## config.mk

```make
export PLATFORM = sky130hd
export DESIGN_NAME = pipe_tag_tracker
export DESIGN_NICKNAME = d
export VERILOG_FILES = /design/src/rtl/pipe_tag_tracker.sv
export SDC_FILE = /design/constraint.sdc
export NUM_CORES = 1
export LEC_CHECK = 0
export CAP_MARGIN = 15
export CORE_ASPECT_RATIO = 1.4
export CORE_MARGIN = 2
export CORE_UTILIZATION = 45
export DETAILED_ROUTE_END_ITERATION = 10
export HOLD_SLACK_MARGIN = 0.06
export PLACE_DENSITY = 0.87
export SYNTH_ARGS = -nofsm -noshare
export SYNTH_HDL_FRONTEND = slang
export SYNTH_SLANG_ARGS = --single-unit
```

## constraint.sdc

```tcl
create_clock -name clk -period 5.5 [get_ports clk]
set_clock_uncertainty 0.15 [all_clocks]
set_input_delay 1.375 -clock clk [delete_from_list [all_inputs] [get_ports clk]]
set_output_delay 1.375 -clock clk [all_outputs]
set_load 0.02 [all_outputs]
```

## src/rtl/pipe_tag_tracker.sv

```systemverilog
// Sequence-tag tracker for an in-order pipeline of STAGES stages with per-stage advance/retire/kill.
// Define PIPE_TAG_CHECK_EN to build the sticky ordering checker (err/err_stage); otherwise both are tied 0.
module pipe_tag_tracker #(
  parameter int STAGES = 5,
  parameter int TAG_W  = 6,
  parameter int CNT_W  = $clog2(STAGES + 1)
) (
  input  logic                       clk,
  input  logic                       rst,
  input  logic [STAGES-1:0]          advance,
  input  logic [STAGES-1:0]          retire,
  input  logic [STAGES-1:0]          kill,
  output logic [STAGES*TAG_W-1:0]    tag,
  output logic [STAGES-1:0]          valid,
  output logic [CNT_W-1:0]           inflight,
  output logic [TAG_W-1:0]           next_tag,
  output logic                       err,
  output logic [$clog2(STAGES)-1:0]  err_stage
);

  localparam int SW = $clog2(STAGES);

  logic [TAG_W-1:0]             seq_q, seq_d;
  logic [STAGES-1:0][TAG_W-1:0] raw_q, raw_d;
  logic [STAGES-1:0]            v_q, v_d;

  // Tag 0 is reserved for "empty", so the all-ones tag wraps to 1.
  function automatic logic [TAG_W-1:0] inc(input logic [TAG_W-1:0] x);
    return (x == {TAG_W{1'b1}}) ? TAG_W'(1) : x + 1'b1;
  endfunction

  always_comb begin
    seq_d = seq_q;
    raw_d = raw_q;
    v_d   = v_q;
    if (advance[0]) begin
      seq_d    = inc(seq_q);
      raw_d[0] = inc(seq_q);
    end
    for (int i = 1; i < STAGES; i++) begin
      if (advance[i]) raw_d[i] = raw_q[i-1];
    end
    for (int i = 0; i < STAGES; i++) begin
      if (kill[i])         v_d[i] = 1'b0;
      else if (advance[i]) v_d[i] = 1'b1;
      else if (retire[i])  v_d[i] = 1'b0;
    end
  end

  always_ff @(posedge clk or posedge rst) begin
    if (rst) begin
      seq_q <= '0;
      raw_q <= '0;
      v_q   <= '0;
    end else begin
      seq_q <= seq_d;
      raw_q <= raw_d;
      v_q   <= v_d;
    end
  end

  always_comb begin
    tag      = '0;
    inflight = '0;
    for (int i = 0; i < STAGES; i++) begin
      tag[i*TAG_W +: TAG_W] = v_q[i] ? raw_q[i] : '0;
      inflight              = inflight + CNT_W'(v_q[i]);
    end
  end

  assign valid    = v_q;
  assign next_tag = inc(seq_q);

`ifdef PIPE_TAG_CHECK_EN
  logic          err_q, err_d;
  logic [SW-1:0] err_stage_q, err_stage_d;
  logic [STAGES-1:0] viol;
  logic [STAGES-1:0] adv_next;
  logic [SW-1:0]     first_stage;

  // adv_next[i] is advance[i+1]; the last stage has no successor so it reads 0.
  assign adv_next = advance >> 1;

  always_comb begin
    viol        = '0;
    first_stage = '0;
    for (int i = 0; i < STAGES; i++) begin
      if (i > 0 && advance[i] && !v_q[(i > 0) ? i-1 : 0] && !kill[i]) viol[i] = 1'b1;
      if (advance[i] && v_q[i] && !retire[i] && !kill[i] && !adv_next[i]) viol[i] = 1'b1;
    end
    for (int i = STAGES - 1; i >= 0; i--) begin
      if (viol[i]) first_stage = SW'(i);
    end
    err_d       = err_q;
    err_stage_d = err_stage_q;
    if (!err_q && (|viol)) begin
      err_d       = 1'b1;
      err_stage_d = first_stage;
    end
  end

  always_ff @(posedge clk or posedge rst) begin
    if (rst) begin
      err_q       <= 1'b0;
      err_stage_q <= '0;
    end else begin
      err_q       <= err_d;
      err_stage_q <= err_stage_d;
    end
  end

  assign err       = err_q;
  assign err_stage = err_stage_q;
`else
  assign err       = 1'b0;
  assign err_stage = '0;
`endif

endmodule
```

Word-level counts from Yosys, hierarchy flattened
Cells that the tools add are included.

Bits of input ports: 17. Output and inout bits: 48. Flip-flop bits (word level): 35. Logic and storage cells: 42.

Reduce and logical (&&, ||, !) cells: 5. Equal/unequal tests: 1. $add $sub $neg: 5. Muxes and demuxes: 21.

Operators with widths (number): two-way mux 6 bit (6); two-way mux 1 bit (15); nonzero test 3 bit (5); adder 3 x 1 -> 3 bit (2); adder 6 x 1 -> 6 bit, second input constant (1); equality test 6 bit, second input constant (1); adder 2 x 1 -> 3 bit (1); adder 1 x 1 -> 2 bit (1).

Longest topological paths before layout
Gate-level depths: netlist of run 1.

Depth after elaboration: 4. Gate-level depth with buffers: 4. Gate-level depth less buffers: 4.

Worst setup path after synthesis of run 1
Ideal clock, no wire load.

Path kind: register to output. Start: register v_q[0] (netlist: valid[0]). End: output port inflight[1]. Path buffers: 0. Data required time: 3975 ps. Cell stages (with the launch flop): 4. Data arrival time: 1755 ps. Path slack: 2220 ps. Cells stage by stage: dfrtp_1 > fa_1 > fa_1 > ha_1.

Cells in the longest elaborated chain, start to end: 4.

Ends and longest elaborated chain: from (decl) (RTL line 25) `logic [STAGES-1:0] v_q, v_d;`; from (signal assigned) (RTL line 58) `v_q <= v_d;`; adder 1 x 1 -> 2 bit (RTL line 67) `inflight = inflight + CNT_W'(v_q[i]);`; adder 2 x 1 -> 3 bit (RTL line 67); adder 3 x 1 -> 3 bit (2 in series) (RTL line 67); to (decl) (RTL line 15) `output logic [CNT_W-1:0] inflight,`.

No other way between the ends.

Worst setup path in the final report of run 1
Same ends and word-level chain as after synthesis.

==> out/results.ini, run 1 <==
[status]
status = finished clean

[critical_path]
startpoint_type = flip-flop
cp-end-kind = primary output
cp_data_arrival_time_ns = 2.59
critPathKind = flip-flop to primary output
worstPathRequired_ns = 3.97
path_max_fanout = 9

[clock_network]
cts-root-buf = clkbuf_8
post_cts_hold_buffer_count = 0
cts.sinks = 35
post_cts_buffers = 0
insertion_delay_ns = 0.29
cts_buffer_depth = 2
cts_buffers = 5
clk_pin_slew_ns = 0.07
ctsResizeCount = 0
htreeDepth = 2
cts_tree = yes

[place]
gp_congestion = 0.756
port_buffers = 60
place_hpwl_um = 2600

[routing]
firstDrtPassIters = 4
dr_total_vias = 1244
wire_per_inst_um = 13.8
drt_iter0_drc = 35
drcViolationCount = 0
routed_wl_um = 3470
viasPerCell = 4.96
postRouteAntennaNets = 0

[timing]
fin_hold_ws_ns = 0.356
fin_crit_ns = 4.11
rsz0062_at_grt = false
fin_crit_sh_pct = 74.7
finalSetupViolCount = 0
slew_viol_final = 0
final-hold-violation-count = 0
max_freq_mhz = 243
fin_setup_tns_ns = 0

[floorplan]
rows = 26
chipHeight_um = 77.6
core_mm2 = 0.00368
die_w_um = 56.6
initial_utilization_pct = 47.4
design.die.area_mm2 = 0.00439
io_pins = 65

[grt]
grt_max_degree = 36
grt_pass1_wl_um = 5830
grt_pass1_vias = 1234
antenna_found_initial = 0
grt_overflow = 0
grtUsageTotal_pct = 17.5

[logic_synthesis]
seq_area_frac_synth_pct = 50.3
synth_area_mm2 = 0.00174
synth_top_area_cell = dfrtp_1
synth_area_leaders = dfrtp_1, mux2_2, and2_1, fa_1, buf_4
avgSynthCellArea_um2 = 11.8
netlist-cell-type-count = 26
synthCells = 148
ys_ff_latch = 35
yosysTopAreaCellShare_pct = 50.3
yosys_warnings = 0

[cells_and_area]
layout-drive-gt1-share_pct = 17.7
layout_common_cells = clkdlybuf4s50_1, dfrtp_1, and2_1
layout_commonest_cell = clkdlybuf4s50_1
finish.utilization_pct = 66.3
nNetsFinal = 229
syn_to_final_growth_pct = 40.0
antennaDiodeCount = 0

[power]
ir_drop_uv = 395
leakagePower_nw = 1.03
power_per_cell_area_mw_per_mm2 = 468

[run]
max_cap_violations = 0

[worst_hold_path]
hold_class = flip-flop to flip-flop

[logic make-up after synthesis]
| group | Yosys count | share of synthesized area [%] |
|---|---|---|
| multiplexers | 25 | 16.2 |
| buffers and inverters | 17 | 5.60 |
| XOR/XNOR | 5 | 2.51 |
| AND/OR/NAND/NOR | 50 | 17.7 |
| adder cells (fa/ha/maj) | 4 | 3.74 |
| other | 1 | 0.215 |
| AO/OA/AOI/OAI | 11 | 3.81 |
| flip-flops | 35 | 50.3 |
[state kept, by name, summed over array words and instances (netlist names)]
name   count
raw_q     30
valid      5
[worst paths after layout]
check / from / end / slack [ns] / cells past startpoint
setup / recovery: valid[0]$_DFFE_PP0P_ / inflight[1] / 1.39 / 4
hold / removal: raw_q[27]$_DFFE_PP0P_ / raw_q[27]$_DFFE_PP0P_ / 0.36 / 1
setup reg to reg: raw_q[0]$_DFFE_PP0P_ / raw_q[3]$_DFFE_PP0P_ / 3.93 / 3
hold reg to reg: raw_q[27]$_DFFE_PP0P_ / raw_q[27]$_DFFE_PP0P_ / 0.36 / 1
max in group asynchronous: rst / valid[1]$_DFFE_PP0P_ / 3.55 / 3
min in group asynchronous: rst / raw_q[29]$_DFFE_PP0P_ / 1.34 / 3
[final cells by class]
| class | instances | area [µm²] |
|---|---|---|
| Timing Repair Buffer | 61 | 608 |
| Multi-Input combinational cell | 99 | 779 |
| Tap cell | 42 | 52.6 |
| Clock buffer | 8 | 100 |
| Inverter | 6 | 22.5 |
| Fill cell | 291 | 1240 |
| Sequential cell | 35 | 876 |
[routing by layer]
metal	vias up	track usage, %	wire length, µm
met4	0	7.86	73
met5	-	0	0
met1	584	19.5	1390
li1	600	-	-
met2	51	29.3	1760
met3	9	6.50	251
[power breakdown]
| part | internal, W | total (W) | switching [W] |
|---|---|---|---|
| logic | 0.000267 | 0.000478 | 0.000211 |
| registers | 0.000363 | 0.000461 | 0.0000981 |
| clock network | 0.000114 | 0.000202 | 0.0000880 |
| total | 0.000744 | 0.00114 | 0.000397 |
[critical path: stages, from the launching register on]
cell	delay [ns]
dfrtp_1	0.47
fa_1	0.54
fa_1	0.39
ha_1	0.28
clkdlybuf4s50_1	0.62
[metrics by stage]
stage                     worst slack [ns]  area (µm²)  power (W)  instances
after CTS                             1.37        2440    0.00115        251
after global routing                  1.28        2440    0.00121        251
after global placement                1.76        2340   0.000929        243
after floorplan                       2.22        1750   0.000758        151
final                                 1.39        2440    0.00114        251
after detailed placement              1.74        2340   0.000946        243
[synth_stat cells]
cell	count
a21oi_1	7
a311o_1	1
a31oi_1	2
a41oi_1	1
and2_1	30
and2_2	2
and2_4	1
and2b_1	1
and3_1	1
buf_4	5
buf_6	2
clkbuf_1	4
conb_1	1
dfrtp_1	35
fa_1	2
ha_1	2
inv_1	6
mux2_2	25
nand2_1	4
nand3_1	2
nand4_1	1
nand4_4	1
nor2_1	6
nor3b_1	1
xnor2_1	4
xor2_1	1
No activity file was read; power rests on OpenSTA's default activity.
==> run 2, diff against run 1 <==
- CORE_UTILIZATION: 45 -> 44
- PLACE_DENSITY: 0.87 -> 0.86
- clock period: 5.5 -> 3.9 ns (I/O delays scaled with it)
==> out/results.ini, run 2 (synthesis gave the netlist of run 1 again) <==
[critical_path]
cpPeakStageDelay_ns = 0.59  ; -0.03 ns
cp_data_arrival_time_ns = 2.55  ; -0.04 ns
cp-end-kind = primary output
worstPathRequired_ns = 2.77  ; -1.20 ns
crit_chain = fa_1 -> fa_1 -> ha_1 -> clkdlybuf4s50_1
startpoint_type = flip-flop
critical-path-top-delay-family = adder cells
path_max_fanout = 9  ; unchanged
crit_path_frequent_cell = fa_1
crit_slowest_cell = clkdlybuf4s50_1
critPathKind = flip-flop to primary output
crit_buf_inv = 1  ; unchanged

[place]
dpl.cell_count = 244  ; +0.41%
port_buffers = 60  ; unchanged
place_area_mm2 = 0.00234  ; about the same
gp_congestion = 0.757  ; +0.11%
place_hpwl_um = 2900  ; +11%

[timing]
fin_setup_tns_ns = 0  ; unchanged
fin_hold_ws_ns = 0.355  ; -0.000834 ns
rsz0062_at_grt = false
fin_crit_ns = 3.68
max_freq_mhz = 272
finalSetupViolCount = 0  ; unchanged
fin_crit_sh_pct = 94.3
final-hold-violation-count = 0  ; unchanged
slew_viol_final = 0  ; unchanged

[power]
pwr-share-comb_pct = 42.1  ; +0.2 points
power_switching_share_pct = 35.2  ; +0.46 points
leakagePower_nw = 1.03  ; unchanged
power_per_cell_area_mw_per_mm2 = 664  ; +42%
clkPwrFrac_pct = 17.6  ; about the same
p_int_w = 0.00105  ; +41%
switchingPower_w = 0.000571  ; +44%
seq_power_share_pct = 40.3  ; about the same
ir_drop_uv = 510  ; +29%

[floorplan]
rows = 27  ; +3.8%
io_pins = 65  ; unchanged
core_mm2 = 0.00385  ; +4.8%
chipHeight_um = 78.4  ; +1.1%
design.die.area_mm2 = 0.00448  ; +2.1%
initial_utilization_pct = 45.2  ; -2.2 points
die_w_um = 57.2  ; +1.1%

[routing]
wire_per_inst_um = 14.9  ; +7.3%
dr_total_vias = 1243  ; -0.080%
firstDrtPassIters = 4  ; unchanged
viasPerCell = 4.93  ; -0.48%
drcViolationCount = 0  ; unchanged
drt_iter0_drc = 16  ; -54%
postRouteAntennaNets = 0  ; unchanged
routed_wl_um = 3740  ; +7.8%

[cells_and_area]
layout-drive-gt1-share_pct = 17.7  ; unchanged
final_cells = 252  ; +0.40%
antennaDiodeCount = 0  ; unchanged
nNetsFinal = 229  ; unchanged
largest_register_ffs = 30  ; unchanged
layout_common_cells = clkdlybuf4s50_1, dfrtp_1, and2_1
layout_commonest_cell = clkdlybuf4s50_1
largest-register = raw_q
syn_to_final_growth_pct = 40.1  ; about the same
design_area_mm2 = 0.00244  ; about the same

[clock_network]
htreeDepth = 2  ; unchanged
cts-root-buf = clkbuf_8
post_cts_hold_buffer_count = 0  ; unchanged
ctsResizeCount = 0  ; unchanged
post_cts_buffers = 0  ; unchanged
insertion_delay_ns = 0.29  ; about the same
cts_buffer_depth = 2  ; unchanged
cts_tree = yes
cts.sinks = 35  ; unchanged
clk_pin_slew_ns = 0.07  ; about the same
cts_buffers = 5  ; unchanged

[grt]
grt_overflow = 0  ; unchanged
grt_max_degree = 36  ; unchanged
antenna_found_initial = 0  ; unchanged
grt_pass1_wl_um = 6330  ; +8.5%
grt_pass1_vias = 1283  ; +4.0%
grtUsageTotal_pct = 18.5  ; +1.0 points

[worst_hold_path]
hold_class = flip-flop to flip-flop

[run]
max_cap_violations = 0  ; unchanged

[status]
status = finished clean

[run 2: path summary, 6_finish.rpt]
| check | from | to | slack [ns] | depth (start not counted) |
|---|---|---|---|---|
| max | valid[0]$_DFFE_PP0P_ | inflight[1] | 0.22 | 4 |
| min | raw_q[28]$_DFFE_PP0P_ | raw_q[28]$_DFFE_PP0P_ | 0.35 | 1 |
| max reg2reg | raw_q[0]$_DFFE_PP0P_ | raw_q[3]$_DFFE_PP0P_ | 2.28 | 3 |
| min reg2reg | raw_q[28]$_DFFE_PP0P_ | raw_q[28]$_DFFE_PP0P_ | 0.35 | 1 |
| max in group asynchronous | rst | raw_q[19]$_DFFE_PP0P_ | 2.34 | 3 |
| min in group asynchronous | rst | raw_q[16]$_DFFE_PP0P_ | 0.93 | 3 |
[run 2: cell type report]
cell class | count | area (µm²)
inverters | 6 | 22.5
flip-flops and latches | 35 | 876
fillers | 328 | 1410
well taps | 43 | 53.8
multi-input cells | 99 | 779
repair buffers | 61 | 608
clock buffers | 8 | 100
[run 2: power groups by stage]
| stage | registers, W | clock network, W | logic (W) |
|---|---|---|---|
| after floorplan | 0.000598 | 0 | 0.000471 |
| after global placement | 0.000650 | 0 | 0.000670 |
| after detailed placement | 0.000662 | 0 | 0.000684 |
| after CTS | 0.000655 | 0.000292 | 0.000691 |
| after global routing | 0.000681 | 0.000305 | 0.000732 |
| final | 0.000653 | 0.000285 | 0.000683 |
[run 2: routing by layer]
layer	global-route usage, %	wire length (µm)	vias to the layer above
met5	0	0	-
met1	20.3	1390	589
met3	4.45	222	10
met2	33.2	2050	47
met4	8.14	80	0
li1	-	-	597
[run 2: worst reg2reg max path, stage by stage, from the launching register on]
cell     delay (ns)
dfrtp_1        0.47
ha_1           0.39
nand4_4        0.16
a311o_1        0.34
[run 2: through the flow]
step	setup slack [ns]	total power, W	utilization (%)
after floorplan	1.02	0.00107	-
after global placement	0.558	0.00132	60.8
after detailed placement	0.518	0.00135	60.8
after CTS	0.203	0.00164	63.4
after global routing	0.115	0.00172	63.4
final	0.224	0.00162	63.4
==> run 3, diff against run 2 <==
- RECOVER_POWER: default -> 50
==> out/results.ini, run 3 (synthesis gave the netlist of run 1 again) <==
[status]
status = complete, but fails checks
failed_checks = max-capacitance violations, max-slew violations

[cells_and_area]
largest-register = raw_q
design_area_mm2 = 0.00244  ; -0.15%
layout_commonest_cell = clkdlybuf4s50_1
nNetsFinal = 229  ; unchanged
final_cells = 252  ; unchanged
fillers = 330  ; +0.61%
layout-drive-gt1-share_pct = 17.2  ; -0.48 points
syn_to_final_growth_pct = 39.9
largest_register_ffs = 30  ; unchanged
layout_common_cells = clkdlybuf4s50_1, dfrtp_1, and2_1
antennaDiodeCount = 0  ; unchanged

[clock_network]
clk_pin_slew_ns = 0.07  ; about the same
ctsResizeCount = 0  ; unchanged
htreeDepth = 2  ; unchanged
cts_tree = yes
cts_buffer_depth = 2  ; unchanged
cts-root-buf = clkbuf_8
cts_buffers = 5  ; unchanged
post_cts_buffers = 0  ; unchanged
cts.sinks = 35  ; unchanged
insertion_delay_ns = 0.28  ; about the same
post_cts_hold_buffer_count = 0  ; unchanged

[critical_path]
path_max_fanout = 9  ; unchanged
crit_buf_inv = 1  ; unchanged
crit_chain = fa_1 -> fa_1 -> ha_1 -> clkdlybuf4s50_1
critPathKind = flip-flop to primary output
crit_path_frequent_cell = fa_1
critical-path-top-delay-family = adder cells
worstPathRequired_ns = 2.77  ; about the same
startpoint_type = flip-flop
cp_data_arrival_time_ns = 2.55  ; about the same
cpPeakStageDelay_ns = 0.59  ; about the same
cp-end-kind = primary output
crit_slowest_cell = clkdlybuf4s50_1

[floorplan]
io_pins = 65  ; unchanged
initial_utilization_pct = 45.2  ; unchanged
die_w_um = 57.2  ; unchanged
rows = 27  ; unchanged
core_mm2 = 0.00385  ; unchanged
design.die.area_mm2 = 0.00448  ; unchanged
chipHeight_um = 78.4  ; unchanged

[routing]
firstDrtPassIters = 4  ; unchanged
drt_iter0_drc = 16  ; unchanged
drcViolationCount = 0  ; unchanged
postRouteAntennaNets = 0  ; unchanged
dr_total_vias = 1234  ; -0.72%
viasPerCell = 4.90  ; -0.72%
wire_per_inst_um = 14.8  ; about the same
routed_wl_um = 3740  ; about the same

[timing]
final-hold-violation-count = 0  ; unchanged
slew_viol_final = 36  ; +36
rsz0062_at_grt = false
fin_crit_ns = 3.68  ; -0.000296 ns
finalSetupViolCount = 0  ; unchanged
max_freq_mhz = 272  ; about the same
fin_setup_tns_ns = 0  ; unchanged
fin_hold_ws_ns = 0.355  ; -0.000224 ns
relSlewSlack_pct = -23.4
fin_crit_sh_pct = 94.3  ; about the same
tightest_slew_ns = 1.85

[place]
place_hpwl_um = 2900  ; unchanged
gp_congestion = 0.757  ; unchanged
dpl.cell_count = 244  ; unchanged
place_area_mm2 = 0.00234  ; unchanged
port_buffers = 60  ; unchanged

[grt]
grt_pass1_wl_um = 6330  ; unchanged
grt_max_degree = 36  ; unchanged
grtUsageTotal_pct = 18.5  ; unchanged
grt_overflow = 0  ; unchanged
grt_pass1_vias = 1283  ; unchanged
antenna_found_initial = 0  ; unchanged

[power]
ir_drop_uv = 510  ; about the same
power_per_cell_area_mw_per_mm2 = 665  ; +0.10%
leakagePower_nw = 1.03  ; -0.20%

[run]
max_cap_violations = 1  ; +1

[worst_hold_path]
hold_class = flip-flop to flip-flop

run 3: changes by cell type in the layout (fill, tap and decap cells not counted):
cell             previous run  this run
buf_4                       1         0
clkdlybuf4s50_1            60        54
dlygate4sd3_1               0         6
clkbuf_1                    1         2
run 3: final timing paths:
check                                        endpoint  depth (start not counted)                   from  slack [ns]
worst max-delay path                      inflight[1]                          4   valid[0]$_DFFE_PP0P_        0.22
worst max register to register   raw_q[3]$_DFFE_PP0P_                          3   raw_q[0]$_DFFE_PP0P_        2.28
min in group asynchronous       raw_q[16]$_DFFE_PP0P_                          3                    rst        1.64
max in group asynchronous       raw_q[13]$_DFFE_PP0P_                          3                    rst        0.89
worst min-delay path            raw_q[28]$_DFFE_PP0P_                          1  raw_q[28]$_DFFE_PP0P_        0.35
worst min register to register  raw_q[28]$_DFFE_PP0P_                          1  raw_q[28]$_DFFE_PP0P_        0.35
run 3: metrics by stage:
step / util [%] / total power, W / worst slack, ns
finish: 63.3 / 0.00162 / 0.224
global route: 63.3 / 0.00172 / 0.115
CTS: 63.4 / 0.00164 / 0.203
detailed placement: 60.8 / 0.00135 / 0.518
global placement: 60.8 / 0.00132 / 0.558
floorplan: - / 0.00107 / 1.02
run 3: area by class of cell:
type	instances	area (µm²)	area share [%]
tap	43	53.8	2.21
multi-input combinational	99	779	32.0
inverter	6	22.5	0.924
sequential	35	876	36.0
clock buffer	8	100	4.11
timing repair buffer	61	604	24.8
run 3: worst register-to-register path, delay by kind of cell (launching register included):
| kind | cells | cell delay [ns] |
|---|---|---|
| flops | 1 | 0.47 |
| fa+ha+maj | 1 | 0.39 |
| compound gates | 1 | 0.34 |
| simple gates | 1 | 0.16 |
run 3: where the power goes:
group          internal, W  total (W)  switching [W]  leakage [nW]
clock network     0.000161   0.000285       0.000123        0.0515
logic             0.000375   0.000681       0.000306         0.568
registers         0.000512   0.000654       0.000142         0.407
total              0.00105    0.00162       0.000572          1.03
run 3: per-layer routing:
metal	part of all wire, %	track usage [%]	vias up
met4	2.2	8.14	0
li1	-	-	597
met1	37	20.3	583
met2	55	33.2	47
met3	6.1	4.45	7
met5	0	0	-
